## src/rtl/controle_vai_vem.sv

```systemverilog
`default_nettype none
// ============================================================================
// Module      : controle_vai_vem
// Description : Sweep / seek controller for an external up/down position
//               counter. Issues one-clock vai/vem/set_pos pulses on a fixed
//               step cadence, either sweeping 0..M-1 back and forth or
//               seeking a latched target and flagging arrival with chegou.
// Revision    : 1.0 - initial release
// ============================================================================
module controle_vai_vem #(
  parameter int M = 100,
  parameter int N = 7,
  parameter int T = 50000
) (
  input  logic         clock,
  input  logic         zera_as,
  input  logic         iniciar,
  input  logic         parar,
  input  logic         modo,
  input  logic         centralizar,
  input  logic [N-1:0] alvo,
  input  logic [N-1:0] Q,
  output logic         vai,
  output logic         vem,
  output logic         set_pos,
  output logic [N-1:0] D,
  output logic         sentido,
  output logic         pronto,
  output logic         chegou,
  output logic [2:0]   db_estado
);

  typedef enum logic [2:0] {
    IDLE     = 3'd0,
    PREPARA  = 3'd1,
    SUBINDO  = 3'd2,
    DESCENDO = 3'd3,
    BUSCA    = 3'd4,
    CHEGOU   = 3'd5
  } estado_t;

  localparam int           c_div_w   = (T > 2) ? $clog2(T) : 1;
  localparam logic [c_div_w-1:0] c_div_max = c_div_w'(T - 1);
  localparam logic [N-1:0] c_pos_max = N'(M - 1);
  localparam logic [N-1:0] c_centro  = N'(M / 2 - 1);

  estado_t              r_estado;
  estado_t              w_prox;
  logic [c_div_w-1:0]   r_div;
  logic                 w_tick;
  logic [N-1:0]         r_alvo;
  logic [N-1:0]         w_alvo;
  logic                 r_sentido;
  logic                 w_sentido;
  logic                 r_vai, r_vem, r_set_pos, r_chegou;
  logic                 w_vai, w_vem, w_set_pos, w_chegou;

  // The step cadence only runs while the controller is busy.
  assign w_tick = (r_estado != IDLE) && (r_div == c_div_max);

  // State, divider, target, direction and pulse registers.
  always_ff @(posedge clock or posedge zera_as) begin
    if (zera_as) begin
      r_estado  <= IDLE;
      r_div     <= '0;
      r_alvo    <= '0;
      r_sentido <= 1'b1;
      r_vai     <= 1'b0;
      r_vem     <= 1'b0;
      r_set_pos <= 1'b0;
      r_chegou  <= 1'b0;
    end else begin
      r_estado  <= w_prox;
      r_alvo    <= w_alvo;
      r_sentido <= w_sentido;
      r_vai     <= w_vai;
      r_vem     <= w_vem;
      r_set_pos <= w_set_pos;
      r_chegou  <= w_chegou;
      if (r_estado == IDLE || w_tick) begin
        r_div <= '0;
      end else begin
        r_div <= r_div + c_div_w'(1);
      end
    end
  end

  // Next state, target latch, direction and step decisions.
  always_comb begin
    w_prox    = r_estado;
    w_alvo    = r_alvo;
    w_sentido = r_sentido;
    w_vai     = 1'b0;
    w_vem     = 1'b0;
    w_set_pos = 1'b0;
    w_chegou  = 1'b0;
    case (r_estado)
      IDLE: begin
        if (parar) begin
          w_prox = IDLE;
        end else if (iniciar && !modo) begin
          w_prox = PREPARA;
        end else if (iniciar && modo) begin
          w_prox = BUSCA;
          w_alvo = (alvo > c_pos_max) ? c_pos_max : alvo;
        end else if (centralizar) begin
          w_prox = BUSCA;
          w_alvo = c_centro;
        end
      end
      PREPARA: begin
        if (parar) begin
          w_prox = IDLE;
        end else begin
          w_set_pos = 1'b1;
          w_sentido = 1'b1;
          w_prox    = SUBINDO;
        end
      end
      SUBINDO: begin
        if (parar) begin
          w_prox = IDLE;
        end else if (w_tick) begin
          if (Q == c_pos_max) begin
            w_vem     = 1'b1;
            w_sentido = 1'b0;
            w_prox    = DESCENDO;
          end else begin
            w_vai = 1'b1;
          end
        end
      end
      DESCENDO: begin
        if (parar) begin
          w_prox = IDLE;
        end else if (w_tick) begin
          if (Q == '0) begin
            w_vai     = 1'b1;
            w_sentido = 1'b1;
            w_prox    = SUBINDO;
          end else begin
            w_vem = 1'b1;
          end
        end
      end
      BUSCA: begin
        if (parar) begin
          w_prox = IDLE;
        end else if (w_tick) begin
          if (Q < r_alvo) begin
            w_vai     = 1'b1;
            w_sentido = 1'b1;
          end else if (Q > r_alvo) begin
            w_vem     = 1'b1;
            w_sentido = 1'b0;
          end else begin
            w_prox = CHEGOU;
          end
        end
      end
      CHEGOU: begin
        w_chegou = 1'b1;
        w_prox   = IDLE;
      end
      default: begin
        w_prox = IDLE;
      end
    endcase
  end

  assign vai       = r_vai;
  assign vem       = r_vem;
  assign set_pos   = r_set_pos;
  assign chegou    = r_chegou;
  assign sentido   = r_sentido;
  assign D         = '0;
  assign pronto    = (r_estado == IDLE);
  assign db_estado = r_estado;

endmodule
`default_nettype wire

```

## config.mk

```make
export PLATFORM = sky130hd
export DESIGN_NAME = controle_vai_vem
export DESIGN_NICKNAME = d
export VERILOG_FILES = /design/src/rtl/controle_vai_vem.sv
export SDC_FILE = /design/constraint.sdc
export NUM_CORES = 1
export LEC_CHECK = 0
export ABC_AREA = 1
export BUFFER_PORTS_ARGS = -buffer_cell sky130_fd_sc_hd__buf_2
export CAP_MARGIN = 20
export CORE_MARGIN = 2
export CORE_UTILIZATION = 39
export CTS_CLUSTER_SIZE = 20
export DETAILED_ROUTE_END_ITERATION = 10
export PLACE_DENSITY_LB_ADDON = 0.2
export SLEW_MARGIN = 5
export SYNTH_ARGS = -nofsm -noshare
export SYNTH_HDL_FRONTEND = slang
export SYNTH_SLANG_ARGS = --single-unit
export TNS_END_PERCENT = 5
```

## constraint.sdc

```tcl
create_clock -name clock -period 2.15 [get_ports clock]
set_input_delay 0.43 -clock clock [delete_from_list [all_inputs] [get_ports clock]]
set_output_delay 0.43 -clock clock [all_outputs]
set_load 0.02 [all_outputs]
```

=== Word level (Yosys, flattened, before mapping) ===
Cells that the tools add are included.

* $add $sub $neg: 1
* Magnitude comparators: 3
* Equality and inequality tests: 25
* Mux-type cells: 56
* Bitwise gates (word level): 2
* Reduce and logical (&&, ||, !) cells: 13

{| class="wikitable"
|+ Operators by type and width
! kind !! count
|-
| 3-bit 2-to-1 mux || 14
|-
| 1-bit 2-to-1 mux || 33
|-
| 3-bit inequality test (second input constant) || 8
|-
| 7-bit 2-to-1 mux || 3
|-
| 2-bit inequality test (second input constant) || 9
|-
| 16-bit by 1-bit adder with 16-bit output (second input constant) || 1
|-
| 16-bit equality test (second input constant) || 1
|-
| 16-bit 2-to-1 mux || 1
|-
| 3-bit case mux with 5 select lines || 1
|-
| 11-bit AND reduction || 1
|-
| 8-bit AND reduction || 1
|-
| 7-bit equality test (second input constant) || 1
|-
| 7-bit greater-than comparator || 1
|-
| 7-bit greater-than comparator (second input constant) || 1
|-
| 7-bit zero test || 1
|-
| 7-bit less-than comparator || 1
|-
| 3-bit by 2-bit equality test with 1-bit output (second input constant) || 2
|-
| 3-bit equality test (second input constant) || 2
|-
| 1-bit case mux with 3 select lines || 2
|-
| 5-bit by 3-bit inequality test with 1-bit output (second input constant) || 1
|-
| 1-bit case mux with 4 select lines || 1
|-
| 4-bit AND reduction || 1
|-
| 4-bit nonzero test || 1
|-
| 3-bit by 1-bit equality test with 1-bit output (second input constant) || 1
|-
| 8 further kinds || 11
|}

* Register bits: 31
* Bits of input ports: 20
* Output and inout bits: 16
* Logic and storage cells: 108

=== Longest topological paths before layout ===
* Word-level depth: 6
* Gate-level depth with buffers: 12
* Mapped depth without buffers: 12

=== Worst setup path before layout ===
OpenSTA, ideal clock, no wires.

* Path kind: input-to-reg
* Start point: input port Q[6]
* End point: register r_estado[0] (netlist: db_estado[0])
* Setup time: 0.118 ns
* Data arrival time: 1.468 ns
* Data required time: 2.032 ns
* Setup slack: 0.565 ns
* Stages: 8
* Buffers on the path: 0
* Path through: ha_1 -> nand2_1 -> nor3_1 -> a21oi_1 -> nor2_1 -> nand2_1 -> nand2_1 -> nand2_1

* Cells in the longest elaborated chain, start to end: 3
* Elaborated cells between the ends (all ways): 9
* Classes of those cells: 2 x order compare; 5 x eq/ne; 2 x reduce/logical

{| class="wikitable"
|+ RTL lines
! item !! line !! RTL
|-
| from (decl) || 22 || <nowiki>input logic [N-1:0] Q,</nowiki>
|-
| 7-bit greater-than comparator, or another cell as far along || 153 || <nowiki>end else if (Q > r_alvo) begin</nowiki>
|-
| 3-bit inequality test (no line) || -- ||
|-
| 8-bit AND reduction (no line) * || -- ||
|-
| to (signal assigned) || 73 || <nowiki>r_estado <= w_prox;</nowiki>
|-
| to (decl) || 47 || <nowiki>estado_t r_estado;</nowiki>
|}

Mark *: on every way between the ends. The rest lies on a longest branch, timed or not.
A chain may end at the register's enable or synchronous reset.

=== Worst setup path after layout ===
* Start point: register r_estado[1] (netlist: db_estado[1])
* End point: output port pronto

* Cells in the longest elaborated chain, start to end: 1

{| class="wikitable"
|+ RTL lines
! item !! line !! RTL
|-
| 3-bit zero test || 177 || <nowiki>assign pronto = (r_estado == IDLE);</nowiki>
|-
| to (decl) || 28 || <nowiki>output logic pronto,</nowiki>
|}

No other way between the ends.

==> flow_summary.json <==
{
  "hold_path_class": "input port to async pin",
  "portBuffers": 28,
  "syn_inst": 299,
  "slew_violations": 0,
  "first_global_vias": 1858,
  "leakage_uw": 0.00124,
  "nets": 362,
  "grtUsageTotal_pct": 16.3,
  "place_congestion": 0.846,
  "final-hold-violation-count": 0,
  "clockRootBuffer": "clkbuf_8",
  "cts.clk_slew.worst_paths_ps": 70,
  "p_seq_share_pct": 36.6,
  "vias_per_cell": 4.69,
  "core_area_mm2": 0.00517,
  "postRouteAntennaNets": 0,
  "ys_types": 28,
  "dp_hpwl_mm": 3.65,
  "cts_tree": "built",
  "crit_required_ps": 1720,
  "status": "finished clean",
  "cts_buffers": 5,
  "startpoint_type": "flop",
  "cts-hold-fix-buffers": 0,
  "core.rowCount": 26,
  "ys.warnings.count": 0,
  "final_common_cell": "nand2_1",
  "powerDensity_mw_per_mm2": 866,
  "ys_seq_area_share_pct": 36.8,
  "fin_skew_ps": 12.8,
  "cts_buffer_depth": 2,
  "wl_mm": 4.44,
  "grt_max_degree": 17,
  "ir_drop_v": 0.000499,
  "rsz0062_at_grt": "no",
  "intPower_uw": 1260,
  "htreeDepth": 2,
  "cp.arrival_ps": 1300,
  "fin_setup_tns_ps": 0,
  "slew_headroom_pct": 58.4,
  "p_switching_uw": 836,
  "maxCapViolCount": 0,
  "place_ws_ps": 293,
  "postSynthAreaPerCell_um2": 7.06,
  "period_share_pct": 80.4,
  "drive_gt1_share_pct": 22.7,
  "power_frac_clock_pct": 24.5,
  "die_y_um": 77.6,
  "setup_slack_ps": 421,
  "finalSetupViolCount": 0,
  "dieArea_mm2": 0.00602,
  "final_cell_mix": "nand2_1 (69), nor2_1 (46), inv_1 (42)",
  "postCtsSetupRepairBufs": 0,
  "synth_seq_cells": 31,
  "vias": 1901,
  "gr-total-overflow": 0,
  "synth_area_mm2": 0.00211,
  "grt_first_pass_wirelength_mm": 7.98,
  "cpPeakStageDelay_ps": 430,
  "wl_per_cell_um": 11.0,
  "path_cells": "nor2_2, nand2_2, inv_2, buf_2",
  "critPathKind": "flop to primary output",
  "end_kind": "primary output",
  "comb_power_share_pct": 38.9,
  "ctsResizeCount": 0,
  "antenna_cells": 0,
  "dr.pass1.iters": 4,
  "cp_max_fo": 6,
  "antenna_found_initial": 0,
  "area_growth_pct": 14.6,
  "fp.dieW_um": 77.6,
  "drc": 0,
  "critPathSlowestCell": "dfrtp_1",
  "tightest_slew_ps": 623,
  "clkLatencyLatePin_ps": 290,
  "p_sw_share_pct": 39.9,
  "cts_num_sinks": 31,
  "floorplan.initialDensity_pct": 40.8,
  "drtIter0Drc": 53,
  "ioPinCount": 36,
  "period_needed_ps": 1730,
  "max_freq_mhz": 578
}
==> final timing paths <==
kind / depth (start not counted) / slack (ps) / start / to
setup / recovery: 4 / 420 / db_estado[1] / pronto
max in group asynchronous: 3 / 1350 / zera_as / db_estado[0]
setup reg to reg: 9 / 450 / r_div[0] / r_div[12]
hold / removal: 2 / 210 / zera_as / r_div[4]
min in group clock: 3 / 380 / alvo[6] / r_alvo[6]
hold reg to reg: 2 / 470 / sentido / sentido
==> power by group through the flow <==
stage | Clock (uW) | Sequential, uW | Combinational, uW
CTS | 532 | 768 | 827
global route | 559 | 781 | 939
floorplan | 0 | 808 | 597
global placement | 0 | 775 | 809
detailed placement | 0 | 778 | 825
finish | 513 | 766 | 816
==> cells by family (layout without fill, tap and decap cells) <==
| kind of cell | after synthesis | after routing | share of synthesized area, % |
|---|---|---|---|
| simple gates | 169 | 169 | 37.4 |
| buf+inv | 59 | 89 | 11.9 |
| flops | 31 | 31 | 36.8 |
| compound gates | 27 | 27 | 7.29 |
| fa+ha+maj | 8 | 8 | 4.74 |
| xor+xnor | 4 | 4 | 1.66 |
| other cells | 1 | 7 | 0.178 |
==> registers in the layout (all words and copies together), names as in the netlist <==
register   flops
db_estado      3
chegou         1
vai            1
r_alvo         7
set_pos        1
vem            1
sentido        1
r_div         16
==> worst max-delay path, delay by kind of cell, from the launching register on <==
family | cells | cell delay (ps)
and+or+nand+nor | 2 | 340
buffers and inverters | 2 | 250
DFF | 1 | 430
==> metrics by stage <==
stage	power (uW)	utilization [%]	cell area, um^2	hold slack (ps)	instances
6_report	2100	46.8	2420	214	405
3_5_place_dp	1600	44.8	2320	469	397
5_1_grt	2280	46.8	2420	277	405
3_3_place_gp	1580	44.8	2320	457	397
4_1_cts	2130	46.8	2420	237	405
2_1_floorplan	1410	-	2130	451	305
==> cell usage after synthesis <==
cell type | instances | area share, %
nand2_1 | 69 | 12
nor2_1 | 46 | 8.2
inv_1 | 42 | 7.5
dfrtp_1 | 30 | 36
nand3_1 | 14 | 3.3
a21oi_1 | 12 | 2.8
nand2_2 | 11 | 3.3
inv_2 | 9 | 1.6
buf_4 | 8 | 2.8
ha_1 | 8 | 4.7
nor2_2 | 6 | 1.8
nor3_1 | 6 | 1.4
o21ai_0 | 6 | 1.4
nor2_4 | 5 | 2.7
nand4_1 | 4 | 1.2
xor2_1 | 4 | 1.7
nor3b_1 | 3 | 1.1
o211ai_1 | 3 | 1.1
nor3b_2 | 2 | 1.2
o21ai_1 | 2 | 0.47
or2_2 | 2 | 0.59
a21oi_2 | 1 | 0.42
a31oi_1 | 1 | 0.30
conb_1 | 1 | 0.18
dfstp_2 | 1 | 1.2
nand3_2 | 1 | 0.47
o21a_1 | 1 | 0.36
o221ai_1 | 1 | 0.42
==> area by class of cell <==
class | instances | area (um^2)
flip-flops and latches | 31 | 777
well taps | 70 | 87.6
clock inverters | 1 | 7.51
repair buffers | 30 | 155
clock buffers | 7 | 96.3
fillers | 517 | 2750
multi-input cells | 215 | 1100
inverters | 51 | 191
==> routing by layer <==
metal	GRT usage [%]	up-vias	part of all wire, %
met5	0	-	0
met4	3.75	0	1.0
met3	3.72	5	4.2
met2	29.2	46	49
met1	20.0	870	45
li1	-	980	-
Note: power is estimated with default switching activity, not from simulation.
